**config.mk**
```make
export PLATFORM = sky130hd
export DESIGN_NAME = riscv_mem_arbiter
export DESIGN_NICKNAME = d
export VERILOG_FILES = /design/src/rtl/riscv_bus_pkg.sv /design/src/rtl/riscv_arb_burst_seq.sv /design/src/rtl/riscv_mem_arbiter.sv
export SDC_FILE = /design/constraint.sdc
export NUM_CORES = 1
export LEC_CHECK = 0
export CAP_MARGIN = 20
export CORE_AREA = 2 2 119 121
export DETAILED_ROUTE_END_ITERATION = 10
export DIE_AREA = 0 0 121 123
export MAX_ROUTING_LAYER = met4
export PLACE_DENSITY = 0.76
export SLEW_MARGIN = 30
export SYNTH_ARGS = -nofsm -noshare
export SYNTH_HDL_FRONTEND = slang
export SYNTH_HIERARCHICAL = 1
export SYNTH_SLANG_ARGS = --single-unit
```
**constraint.sdc**
```tcl
create_clock -name clock -period 5.25 [get_ports clock]
set_clock_uncertainty 0.05 [all_clocks]
set_input_delay 1.575 -clock clock [delete_from_list [all_inputs] [get_ports clock]]
set_output_delay 1.575 -clock clock [all_outputs]
set_load 0.02 [all_outputs]
```
**src/rtl/riscv_bus_pkg.sv**
```systemverilog
// Shared bus definitions for the data-RAM arbiter: access width codes, read-owner tags,
// burst sequencer states and width helpers.
package riscv_bus_pkg;

   localparam logic [1:0] WIDTH_BYTE = 2'd0;
   localparam logic [1:0] WIDTH_HALF = 2'd1;
   localparam logic [1:0] WIDTH_WORD = 2'd2;

   typedef enum logic [1:0] {
      RD_NONE = 2'd0,
      RD_CORE = 2'd1,
      RD_DMA  = 2'd2
   } rd_owner_t;

   typedef enum logic {
      ST_IDLE  = 1'b0,
      ST_BURST = 1'b1
   } burst_state_t;

   // The reserved code 3 behaves as a word access.
   function automatic logic [1:0] norm_width(input logic [1:0] width);
      logic [1:0] result;
      case (width)
         WIDTH_BYTE: result = WIDTH_BYTE;
         WIDTH_HALF: result = WIDTH_HALF;
         default:    result = WIDTH_WORD;
      endcase
      return result;
   endfunction

   function automatic logic [31:0] width_step(input logic [1:0] width);
      logic [31:0] result;
      case (norm_width(width))
         WIDTH_BYTE: result = 32'd1;
         WIDTH_HALF: result = 32'd2;
         default:    result = 32'd4;
      endcase
      return result;
   endfunction

endpackage

```
**src/rtl/riscv_arb_burst_seq.sv**
```systemverilog
// DMA burst sequencer for riscv_mem_arbiter (used only when ARB_BURST_EN is defined):
// tracks beats of a multi-beat DMA request and generates the per-beat address.
module riscv_arb_burst_seq
   import riscv_bus_pkg::*;
(
   input  logic        clock,
   input  logic        reset,
   input  logic        dma_req,
   input  logic [31:0] dma_address,
   input  logic [1:0]  dma_width,
   input  logic [3:0]  dma_len,
   input  logic        gnt,
   output logic        beat_valid,
   output logic [31:0] beat_address,
   output logic [1:0]  beat_width,
   output logic        beat_last
);

   burst_state_t state_r, state_s;
   logic [31:0]  addr_r, addr_s;
   logic [3:0]   len_r, len_s;
   logic [3:0]   beat_r, beat_s;
   logic [1:0]   width_r, width_s;

   // A burst can only continue while the master keeps its request up.
   assign beat_valid = dma_req;

   // State, latched burst fields and beat index.
   always_ff @(posedge clock or posedge reset) begin
      if (reset) begin
         state_r <= ST_IDLE;
         addr_r  <= 32'd0;
         len_r   <= 4'd0;
         beat_r  <= 4'd0;
         width_r <= 2'd0;
      end else begin
         state_r <= state_s;
         addr_r  <= addr_s;
         len_r   <= len_s;
         beat_r  <= beat_s;
         width_r <= width_s;
      end
   end

   // Current beat presented to the arbiter: live request fields when idle, latched ones in a burst.
   always_comb begin
      beat_address = dma_address;
      beat_width   = norm_width(dma_width);
      beat_last    = (dma_len == 4'd0);
      case (state_r)
         ST_IDLE: begin
            beat_address = dma_address;
            beat_width   = norm_width(dma_width);
            beat_last    = (dma_len == 4'd0);
         end
         ST_BURST: begin
            beat_address = addr_r;
            beat_width   = width_r;
            beat_last    = (beat_r == len_r);
         end
         default: begin
            beat_address = dma_address;
            beat_width   = norm_width(dma_width);
            beat_last    = (dma_len == 4'd0);
         end
      endcase
   end

   // Next-state: enter a burst on the first granted beat, step per grant, abort on dropped request.
   always_comb begin
      state_s = state_r;
      addr_s  = addr_r;
      len_s   = len_r;
      beat_s  = beat_r;
      width_s = width_r;
      case (state_r)
         ST_IDLE: begin
            if (gnt && (dma_len != 4'd0)) begin
               state_s = ST_BURST;
               addr_s  = dma_address + width_step(dma_width);
               len_s   = dma_len;
               beat_s  = 4'd1;
               width_s = norm_width(dma_width);
            end else begin
               state_s = ST_IDLE;
            end
         end
         ST_BURST: begin
            if (!dma_req) begin
               state_s = ST_IDLE;
            end else if (gnt && beat_last) begin
               state_s = ST_IDLE;
            end else if (gnt) begin
               addr_s = addr_r + width_step(width_r);
               beat_s = beat_r + 4'd1;
            end else begin
               state_s = ST_BURST;
            end
         end
         default: state_s = ST_IDLE;
      endcase
   end

endmodule

```
**src/rtl/riscv_mem_arbiter.sv**
```systemverilog
// Core/DMA arbiter in front of the single-port data RAM; the core always wins, DMA uses idle cycles.
// Multi-beat DMA bursts are compiled in with the ARB_BURST_EN macro.
module riscv_mem_arbiter
   import riscv_bus_pkg::*;
#(
   parameter int unsigned STARVE_LIMIT = 16,
   parameter int unsigned CNT_W        = 8
) (
   input  logic        clock,
   input  logic        reset,
   input  logic [31:0] core_address,
   input  logic [1:0]  core_width,
   input  logic [31:0] core_wdata,
   input  logic        core_read,
   input  logic        core_write,
   output logic [31:0] core_rdata,
   input  logic        dma_req,
   input  logic        dma_we,
   input  logic [31:0] dma_address,
   input  logic [1:0]  dma_width,
   input  logic [3:0]  dma_len,
   input  logic [31:0] dma_wdata,
   output logic        dma_gnt,
   output logic        dma_rvalid,
   output logic [31:0] dma_rdata,
   output logic        dma_done,
   output logic        dma_starve,
   output logic [31:0] mem_address,
   output logic [1:0]  mem_width,
   output logic [31:0] mem_wdata,
   output logic        mem_read,
   output logic        mem_write,
   input  logic [31:0] mem_rdata
);

   localparam logic [CNT_W-1:0] CNT_MAX_C   = {CNT_W{1'b1}};
   localparam logic [CNT_W-1:0] CNT_ONE_C   = {{(CNT_W-1){1'b0}}, 1'b1};
   localparam logic [CNT_W-1:0] STARVE_LIM_C = CNT_W'(STARVE_LIMIT);

   logic         core_active_s;
   logic         beat_valid_s;
   logic [31:0]  beat_address_s;
   logic [1:0]   beat_width_s;
   logic         beat_last_s;
   rd_owner_t    rd_owner_s, rd_owner_r;
   logic [CNT_W-1:0] cnt_s, cnt_r;
   logic         starve_r;
   logic [31:0]  dma_rdata_r;

   assign core_active_s = core_read | core_write;

`ifdef ARB_BURST_EN
   riscv_arb_burst_seq u_burst_seq (
      .clock        (clock),
      .reset        (reset),
      .dma_req      (dma_req),
      .dma_address  (dma_address),
      .dma_width    (dma_width),
      .dma_len      (dma_len),
      .gnt          (dma_gnt),
      .beat_valid   (beat_valid_s),
      .beat_address (beat_address_s),
      .beat_width   (beat_width_s),
      .beat_last    (beat_last_s)
   );
`else
   logic unused_len_s;
   assign unused_len_s   = ^dma_len;
   assign beat_valid_s   = dma_req;
   assign beat_address_s = dma_address;
   assign beat_width_s   = norm_width(dma_width);
   assign beat_last_s    = 1'b1;
`endif

   // RAM port mux: reset or no requester leaves the RAM idle with all fields zero.
   always_comb begin
      mem_address = 32'd0;
      mem_width   = 2'd0;
      mem_wdata   = 32'd0;
      mem_read    = 1'b0;
      mem_write   = 1'b0;
      dma_gnt     = 1'b0;
      rd_owner_s  = RD_NONE;
      if (reset) begin
         rd_owner_s = RD_NONE;
      end else if (core_active_s) begin
         mem_address = core_address;
         mem_width   = core_width;
         mem_wdata   = core_wdata;
         mem_write   = core_write;
         mem_read    = core_read & ~core_write;
         rd_owner_s  = (core_read & ~core_write) ? RD_CORE : RD_NONE;
      end else if (beat_valid_s) begin
         mem_address = beat_address_s;
         mem_width   = beat_width_s;
         mem_wdata   = dma_wdata;
         mem_write   = dma_we;
         mem_read    = ~dma_we;
         dma_gnt     = 1'b1;
         rd_owner_s  = dma_we ? RD_NONE : RD_DMA;
      end else begin
         rd_owner_s = RD_NONE;
      end
   end

   assign dma_done = dma_gnt & beat_last_s;

   // Starvation wait counter: counts denied request cycles, saturating.
   always_comb begin
      cnt_s = cnt_r;
      if (dma_req && !dma_gnt) begin
         cnt_s = (cnt_r == CNT_MAX_C) ? cnt_r : (cnt_r + CNT_ONE_C);
      end else begin
         cnt_s = {CNT_W{1'b0}};
      end
   end

   // Read ownership, wait counter, starve flag and held DMA read data.
   always_ff @(posedge clock or posedge reset) begin
      if (reset) begin
         rd_owner_r  <= RD_NONE;
         cnt_r       <= {CNT_W{1'b0}};
         starve_r    <= 1'b0;
         dma_rdata_r <= 32'd0;
      end else begin
         rd_owner_r <= rd_owner_s;
         cnt_r      <= cnt_s;
         starve_r   <= (cnt_s >= STARVE_LIM_C);
         if (rd_owner_r == RD_DMA) begin
            dma_rdata_r <= mem_rdata;
         end else begin
            dma_rdata_r <= dma_rdata_r;
         end
      end
   end

   // The RAM output is already a register, so DMA data is bypassed in its valid cycle and held after.
   assign dma_rvalid = (rd_owner_r == RD_DMA);
   assign dma_rdata  = dma_rvalid ? mem_rdata : dma_rdata_r;
   assign dma_starve = starve_r;
   assign core_rdata = mem_rdata;

endmodule

```
# Yosys cells after proc, flatten, opt, wreduce, memory -nomap -nowiden
# Index checks and enable logic that the tools add are counted.
# totals
ff_bits,43
input_bits,174
output_inout_bits,136
# classes
n_addsub,1
order_cmp,1
eq_ne,3
muxes,27
bitwise,4
reduce_logical,3
# op_table
op,count
32-bit two-way mux,7
8-bit two-way mux,2
2-bit two-way mux,7
1-bit two-way mux,10
8-bit by 1-bit adder with 8-bit output (second input constant),1
8-bit equality test (second input constant),1
8-bit by 5-bit greater-or-equal comparator with 1-bit output (second input constant),1
2-bit one-hot mux with 2 select lines,1
2-bit by 1-bit equality test with 1-bit output (second input constant),1
2-bit equality test (second input constant),1
2-bit zero test,1
1-bit inverter,2
1-bit AND,1
1-bit logical AND,1
1-bit zero test,1
1-bit bitwise OR,1

# Longest topological paths before layout
# Gate-level depths: netlist of run 1.
# logic_depth
depth_word,7
depth_mapped,7
depth_no_buf,5

# Worst setup path before layout of run 1
# OpenSTA, ideal clock, no wires.
# synth_timing
path_type,input -> output
startpoint,input port reset
endpoint,output port mem_address[23]
arrival_time_ps,3804
setup_slack_ps,-179
stages,6
cell_sequence,buf_6 inv_1 and3_1 clkbuf_1 clkbuf_1 a22o_1
# synth_between
elab_chain_cells,1
# synth_lines
item,line,source
"start, declared",riscv_mem_arbiter.sv:10,"input logic reset,"
32-bit two-way mux,riscv_mem_arbiter.sv:84,if (reset) begin
"end, declared",riscv_mem_arbiter.sv:28,"output logic [31:0] mem_address,"
# Every way passes these cells.

# Final worst setup path of run 1
# layout_timing
startpoint,input port reset
endpoint,output port mem_address[4]
# The elaborated chain is that of the path after synthesis.

==> results of run 1 <==
worst min-delay path by stage:
stage	startpoint	endpoint	slack [ps]	cells after the start
floorplan	cnt_r[6]	cnt_r[6]	470	1
global route	dma_rdata_r[8]	dma_rdata_r[8]	460	1
finish	dma_rdata_r[20]	dma_rdata_r[20]	440	1
CTS	dma_rdata_r[11]	dma_rdata_r[11]	450	1
global placement	dma_rdata_r[2]	dma_rdata_r[2]	430	1
detailed placement	dma_rdata_r[11]	dma_rdata_r[11]	440	1
flip-flops by register name (all words and copies together) (netlist names):
register,flops
dma_starve,1
rd_owner_r,2
dma_rdata_r,32
cnt_r,8
synth_stat cells, drive strengths merged:
master | instances | area share, %
or4 | 1 | 0.28
nand3 | 3 | 0.57
nand2 | 1 | 0.14
o211ai | 1 | 0.28
and3 | 2 | 0.47
a31oi | 2 | 0.47
o31ai | 1 | 0.80
buf | 39 | 11
mux2i | 1 | 0.38
or2 | 1 | 0.24
a211oi | 3 | 0.85
a311oi | 1 | 0.33
ha | 1 | 0.47
mux2 | 33 | 14
and4 | 1 | 0.33
nor3b | 2 | 0.57
xor2 | 1 | 0.33
nor2b | 2 | 0.47
nand4b | 1 | 0.33
clkbuf | 13 | 1.8
nand4 | 2 | 0.47
inv | 3 | 0.43
nor2 | 10 | 1.4
a21oi | 3 | 0.57
dfrtp | 43 | 41
a22o | 65 | 22
o21ai | 4 | 0.76
nor4 | 1 | 0.24
metal layers:
metal	up-vias	GRT usage [%]	wire length, µm
met5	-	-	0
met4	0	4.72	265
met1	1455	15.7	4320
met3	17	8.26	1820
li1	1446	-	-
met2	198	28.2	6340
stage by stage:
stage / hold WS (ps) / utilization (%) / cells / cell area, µm²
after floorplan: 467 / - / 241 / 2650
after global placement: 428 / 42.3 / 689 / 5760
after detailed placement: 436 / 42.3 / 689 / 5760
after CTS: 449 / 43.3 / 697 / 5900
after global routing: 455 / 44.1 / 700 / 6000
final: 444 / 44.1 / 700 / 6000
layout make-up:
| cell class | instances | area share [%] |
|---|---|---|
| Clock inverter | 1 | 0.0834 |
| Antenna cell | 2 | 0.0834 |
| Clock buffer | 7 | 2.21 |
| Multi-Input combinational cell | 143 | 20.7 |
| Timing Repair Buffer | 321 | 55.0 |
| Tap cell | 180 | 3.75 |
| Sequential cell | 43 | 17.9 |
| Inverter | 3 | 0.250 |
cell families (layout without fill, tap and decap cells):
logic type	after synthesis	count (layout)	share of synthesized area, %
compound gates	80	80	25.6
buf+inv	55	332	13.0
flops	43	43	40.7
mux	34	34	14.4
simple gates	27	27	5.53
fa+ha+maj	1	1	0.473
xor+xnor	1	1	0.331
other cells	0	2	0
power by group:
group,internal (µW),switching [µW],total (µW)
logic,363,285,648
clock network,175,113,288
registers,392,15.7,408
total,931,414,1340
repair_timing:
action / CTS / global route
endpoints found under the hold margin: 0 / 0
resized for setup: 0 / 28
setup endpoints to repair: 0 / 33
==> qor.csv, run 1 <==
stage,metric,value,unit
run_status,status,"finished, final reports clean",
power_and_ir_drop,p_leak,0.00278,µW
setup_path,slowest_delay,560,ps
hold_path,hp-class,reg -> reg,
setup_path,arrival,3540,ps
setup_path,cp.required,3630,ps
setup_path,cp_top_family,buffers and inverters,
cells_and_area,drive_gt1_share,11.8,%
placement,io_buffers,305,
yosys,synth_nets,416,
cells_and_area,final_cell_mix,"277 x clkdlybuf4s50_1, 65 x a22o_1, 43 x dfrtp_1, 33 x mux2_2, 28 x dlymetal6s2s_1",
floorplan,die-area,14900,µm²
sta,worst_pin_slew,925,ps
cells_and_area,final_common_cell,clkdlybuf4s50_1,
clock_network,cts_hold_buffers,0,
yosys,ys_warn_count,6,
clock_network,cts_tree,yes,
cells_and_area,syn_to_final_growth,127,%
drt,dr.pass1.iters,4,
placement,place_ws,61.7,ps
clock_network,clkSlewWorstSetupHoldPaths,50,ps
power_and_ir_drop,power_density,224,nW/µm²
drt,drc,0,
cells_and_area,num-nets-final,692,
clock_network,numCtsBuffers,5,
sta,rsz0062_at_grt,false,
setup_path,critPathMaxFanout,29,
setup_path,worstSetupEndpoint,mem_address[4],
setup_path,crit_start,reset,
drt,totalWireLength,12.7,mm
yosys,ys_seq_area_share,40.7,%
setup_path,path_buf_inv,5,
sta,finalCritPeriodShare,98.5,%
cells_and_area,n_fill_cell,1282,
global_routing,overflow,0,
placement,post-dp-hpwl,10.7,mm
sta,clock.fmax,0.193,GHz
setup_path,worst_path_max_delay_cell,clkdlybuf4s50_1,
sta,hold_violations,0,
floorplan,pin_count,310,
power_and_ir_drop,ir_drop,0.111,mV
power_and_ir_drop,finalPower,1340,µW
setup_path,critPathCaptureType,output pin,
clock_network,clock_latency,280,ps
clock_network,clockRootBuffer,clkbuf_16,
setup_path,start_kind,input port,
sta,post-route-min-period,5170,ps
global_routing,grt_pass1_vias,3150,
global_routing,antenna_found_initial,2,
clock_network,post_cts_buffers,0,
floorplan,dieHeight,123,µm
floorplan,die_w,121,µm
yosys,syn_avg_cell_area,11.0,µm²
sta,fin_ws,81.3,ps
cells_and_area,multi_input_area,1240,µm²
global_routing,grt_pass1_wl,17.6,mm
setup_path,ff2ff_path_depth,5,
drt,avgRoutedWirePerCell,18.2,µm
floorplan,start_util,19.4,%
setup_path,ff2ff_setup_slack,2960,ps
clock_network,cts_max_path_buffers,2,
floorplan,rows,43,
setup_path,r2r-end,dma_starve,
global_routing,grtUsageTotal,16.1,%
floorplan,core-area,13600,µm²
drt,antenna_left,0,
sta,slew_headroom,38.2,%
setup_path,r2r-start,cnt_r[0],
drt,drt_iter0_markers,68,
sta,fin_setup_tns,0,ps
clock_network,cts-htree-levels,2,
drt,num_vias,3116,
setup_path,path_class,in -> out,
flow_run,drv_cap,0,
cells_and_area,regArea,1080,µm²
yosys,syn-instance-count,241,
yosys,ys_ff_latch,43,
yosys,synth.distinct_cells,30,
sta,final-setup-viol-count,0,
sta,slew_viol_final,0,
setup_path,cp.depth,7,
clock_network,cts.sinks,43,
yosys,netlist_area,2650,µm²
global_routing,grt_max_degree,65,
setup_path,path_cells,"clkdlybuf4s50_1, clkinvlp_4, and3_2, buf_12, buf_12, a22o_1, clkdlybuf4s50_1",
drt,routed_via_density,4.45,
placement,gp_congestion,0.943,
(Power assumes the default switching activity.)
==> run 2: changes to the inputs <==
==> constraint.sdc (replaced) <==
create_clock -name clock -period 5.25 [get_ports clock]
set_clock_uncertainty 0.05 [all_clocks]
set_input_delay 0.525 -clock clock [delete_from_list [all_inputs] [get_ports clock]]
set_output_delay 0.525 -clock clock [all_outputs]
set_load 0.02 [all_outputs]
==> run 2 against run 1 <==
Compared with the run above: clock-buffer cell count decreased by 1; register-to-register slack improved by 150 ps; combinational power decreased by 1%; via count decreased by 2.6%; core utilization decreased by 1.3 points; critical path type unchanged; highest routed layer unchanged.
==> qor.csv, run 2 (synthesis results as in run 1) <==
stage,metric,value,unit,change
clock_network,clockRootBuffer,clkbuf_16,,unchanged
sta,clock.fmax,0.251,GHz,was 0.193 GHz
drt,antenna_left,0,,unchanged
power_and_ir_drop,p_int,985,µW,was 931 µW
cells_and_area,final_cell_mix,"305 x clkdlybuf4s50_1, 65 x a22o_1, 43 x dfrtp_1, 33 x mux2_2, 9 x nor2_1",,"was 277 x clkdlybuf4s50_1, 65 x a22o_1, 43 x dfrtp_1, 33 x mux2_2, 28 x dlymetal6s2s_1"
flow_run,drv_cap,0,,unchanged
setup_path,crit_top_cell,clkdlybuf4s50_1,,
cells_and_area,syn_to_final_growth,120,%,was 127%
cells_and_area,multi_input_area,1240,µm²,about the same
clock_network,cts_resized,0,,unchanged
global_routing,antenna_found_initial,4,,was 2
power_and_ir_drop,p_clk_share,25.7,%,was 21.4%
clock_network,post_cts_buffers,0,,unchanged
global_routing,grtUsageTotal,16.2,%,was 16.1%
global_routing,grt_max_degree,45,,was 65
floorplan,start_util,19.4,%,unchanged
drt,totalWireLength,12.3,mm,was 12.7 mm
setup_path,critPathCaptureType,output pin,,unchanged
sta,worst_pin_slew,813,ps,was 925 ps
sta,post-route-min-period,3980,ps,was 5170 ps
clock_network,clkSlewWorstSetupHoldPaths,60,ps,was 50 ps
run_status,status,"finished, final reports clean",,unchanged
floorplan,rows,43,,unchanged
setup_path,critPathMaxFanout,42,,was 29
hold_path,hold-path-cell-count,1,,unchanged
cells_and_area,regArea,1080,µm²,unchanged
setup_path,r2r-start,cnt_r[0],,unchanged
clock_network,cts-htree-levels,2,,unchanged
global_routing,overflow,0,,unchanged
cells_and_area,drive_gt1_share,10.3,%,was 11.8%
drt,avgRoutedWirePerCell,17.8,µm,was 18.2 µm
hold_path,min_from,dma_rdata_r[20],,unchanged
sta,fin_setup_tns,0,ps,unchanged
setup_path,path_cells,"clkdlybuf4s50_1, nor2_1, and3_2, buf_4, a22o_1, clkdlybuf4s50_1",,"was clkdlybuf4s50_1, clkinvlp_4, and3_2, buf_12, buf_12, a22o_1, clkdlybuf4s50_1"
cells_and_area,largest_registers,"dma_rdata_r (32), cnt_r (8), rd_owner_r (2)",,unchanged
drt,routed_via_density,4.39,,was 4.45
placement,post-dp-hpwl,10.6,mm,was 10.7 mm
global_routing,grt_pass1_vias,3079,,was 3150
setup_path,path_class,in -> out,,unchanged
power_and_ir_drop,ir_drop,0.113,mV,was 0.111 mV
setup_path,start_kind,input port,,unchanged
floorplan,core-area,13600,µm²,unchanged
sta,rsz0062_at_grt,false,,unchanged
clock_network,cts_tree,yes,,unchanged
drt,num_vias,3035,,was 3116
setup_path,arrival,3400,ps,was 3540 ps
power_and_ir_drop,comb_power_share,45.4,%,was 48.2%
setup_path,ff2ff_path_depth,5,,unchanged
global_routing,grt_pass1_wl,17.5,mm,was 17.6 mm
floorplan,pin_count,310,,unchanged
sta,hold_violations,0,,unchanged
sta,fin_ws,1270,ps,was 81.3 ps
power_and_ir_drop,power_density,241,nW/µm²,was 224 nW/µm²
placement,place_ws,1270,ps,was 61.7 ps
setup_path,cp_top_family,buffers and inverters,,unchanged
setup_path,cp.required,4680,ps,was 3630 ps
sta,final-setup-viol-count,0,,unchanged
sta,finalCritPeriodShare,75.8,%,was 98.5%
cells_and_area,num-nets-final,681,,was 692
cells_and_area,largest_reg_flops,32,,unchanged
setup_path,worst_path_max_delay_cell,and3_2,,was clkdlybuf4s50_1
power_and_ir_drop,power_frac_seq,28.9,%,was 30.3%
power_and_ir_drop,p_leak,0.00232,µW,was 0.00278 µW
sta,slew_headroom,45.7,%,was 38.2%
drt,dr.pass1.iters,4,,unchanged
power_and_ir_drop,power.switching,421,µW,was 414 µW
floorplan,die-area,14900,µm²,unchanged
cells_and_area,top_register,dma_rdata_r,,unchanged
power_and_ir_drop,switching_share,29.9,%,was 30.8%
setup_path,cp.depth,6,,was 7
setup_path,crit_start,core_write,,was reset
sta,slew_viol_final,0,,unchanged
cells_and_area,final_common_cell,clkdlybuf4s50_1,,unchanged
clock_network,cts.sinks,43,,unchanged
setup_path,ff2ff_setup_slack,3110,ps,was 2960 ps
clock_network,cts_max_path_buffers,2,,unchanged
setup_path,slowest_delay,750,ps,was 560 ps
clock_network,numCtsBuffers,5,,unchanged
placement,gp_congestion,0.964,,was 0.943
cells_and_area,n_fill_cell,1276,,was 1282
floorplan,dieHeight,123,µm,unchanged
clock_network,cts_hold_buffers,0,,unchanged
placement,io_buffers,305,,unchanged
floorplan,die_w,121,µm,unchanged
setup_path,path_buf_inv,3,,was 5
drt,drc,0,,unchanged
hold_path,hp-class,reg -> reg,,unchanged
clock_network,clock_latency,280,ps,about the same
drt,drt_iter0_markers,120,,was 68
[run 2: power groups by stage]
stage,registers [µW],clock network (µW),logic [µW]
after floorplan,409,0,290
after global placement,411,0,635
after detailed placement,414,0,645
after CTS,408,371,646
after global routing,415,383,671
final,406,361,639
[run 2: cell type report]
class | instances | share of cell area, %
Antenna cell | 5 | 0.215
Tap cell | 180 | 3.87
Sequential cell | 43 | 18.5
Clock buffer | 6 | 2.38
Timing Repair Buffer | 310 | 53.0
Inverter | 3 | 0.193
Multi-Input combinational cell | 143 | 21.2
Clock inverter | 2 | 0.601
[run 2: worst paths after layout]
path	endpoint
hold / removal	dma_rdata_r[20]
min in group asynchronous	cnt_r[0]
setup reg to reg	dma_starve
setup / recovery	mem_wdata[1]
hold reg to reg	dma_rdata_r[20]
max in group asynchronous	dma_rdata_r[12]
[run 2: stage by stage]
step                      hold WS (ps)  cell area (µm²)  total power (µW)  cells  util (%)
after floorplan                    467             2650               698    241         -
after global placement             429             5640              1050    679      41.4
after detailed placement           434             5640              1060    679      41.4
after CTS                          448             5810              1420    687      42.7
after global routing               453             5820              1470    691      42.8
final                              442             5830              1410    692      42.8
[run 2: metal layers]
layer / track usage, % / up-vias / routed length [µm] / share of wire (%)
met5: - / - / 0 / 0
li1: - / 1429 / - / -
met1: 15.7 / 1382 / 4230 / 34
met2: 28.1 / 202 / 6090 / 49
met4: 6.69 / 0 / 378 / 3.1
met3: 7.52 / 22 / 1610 / 13
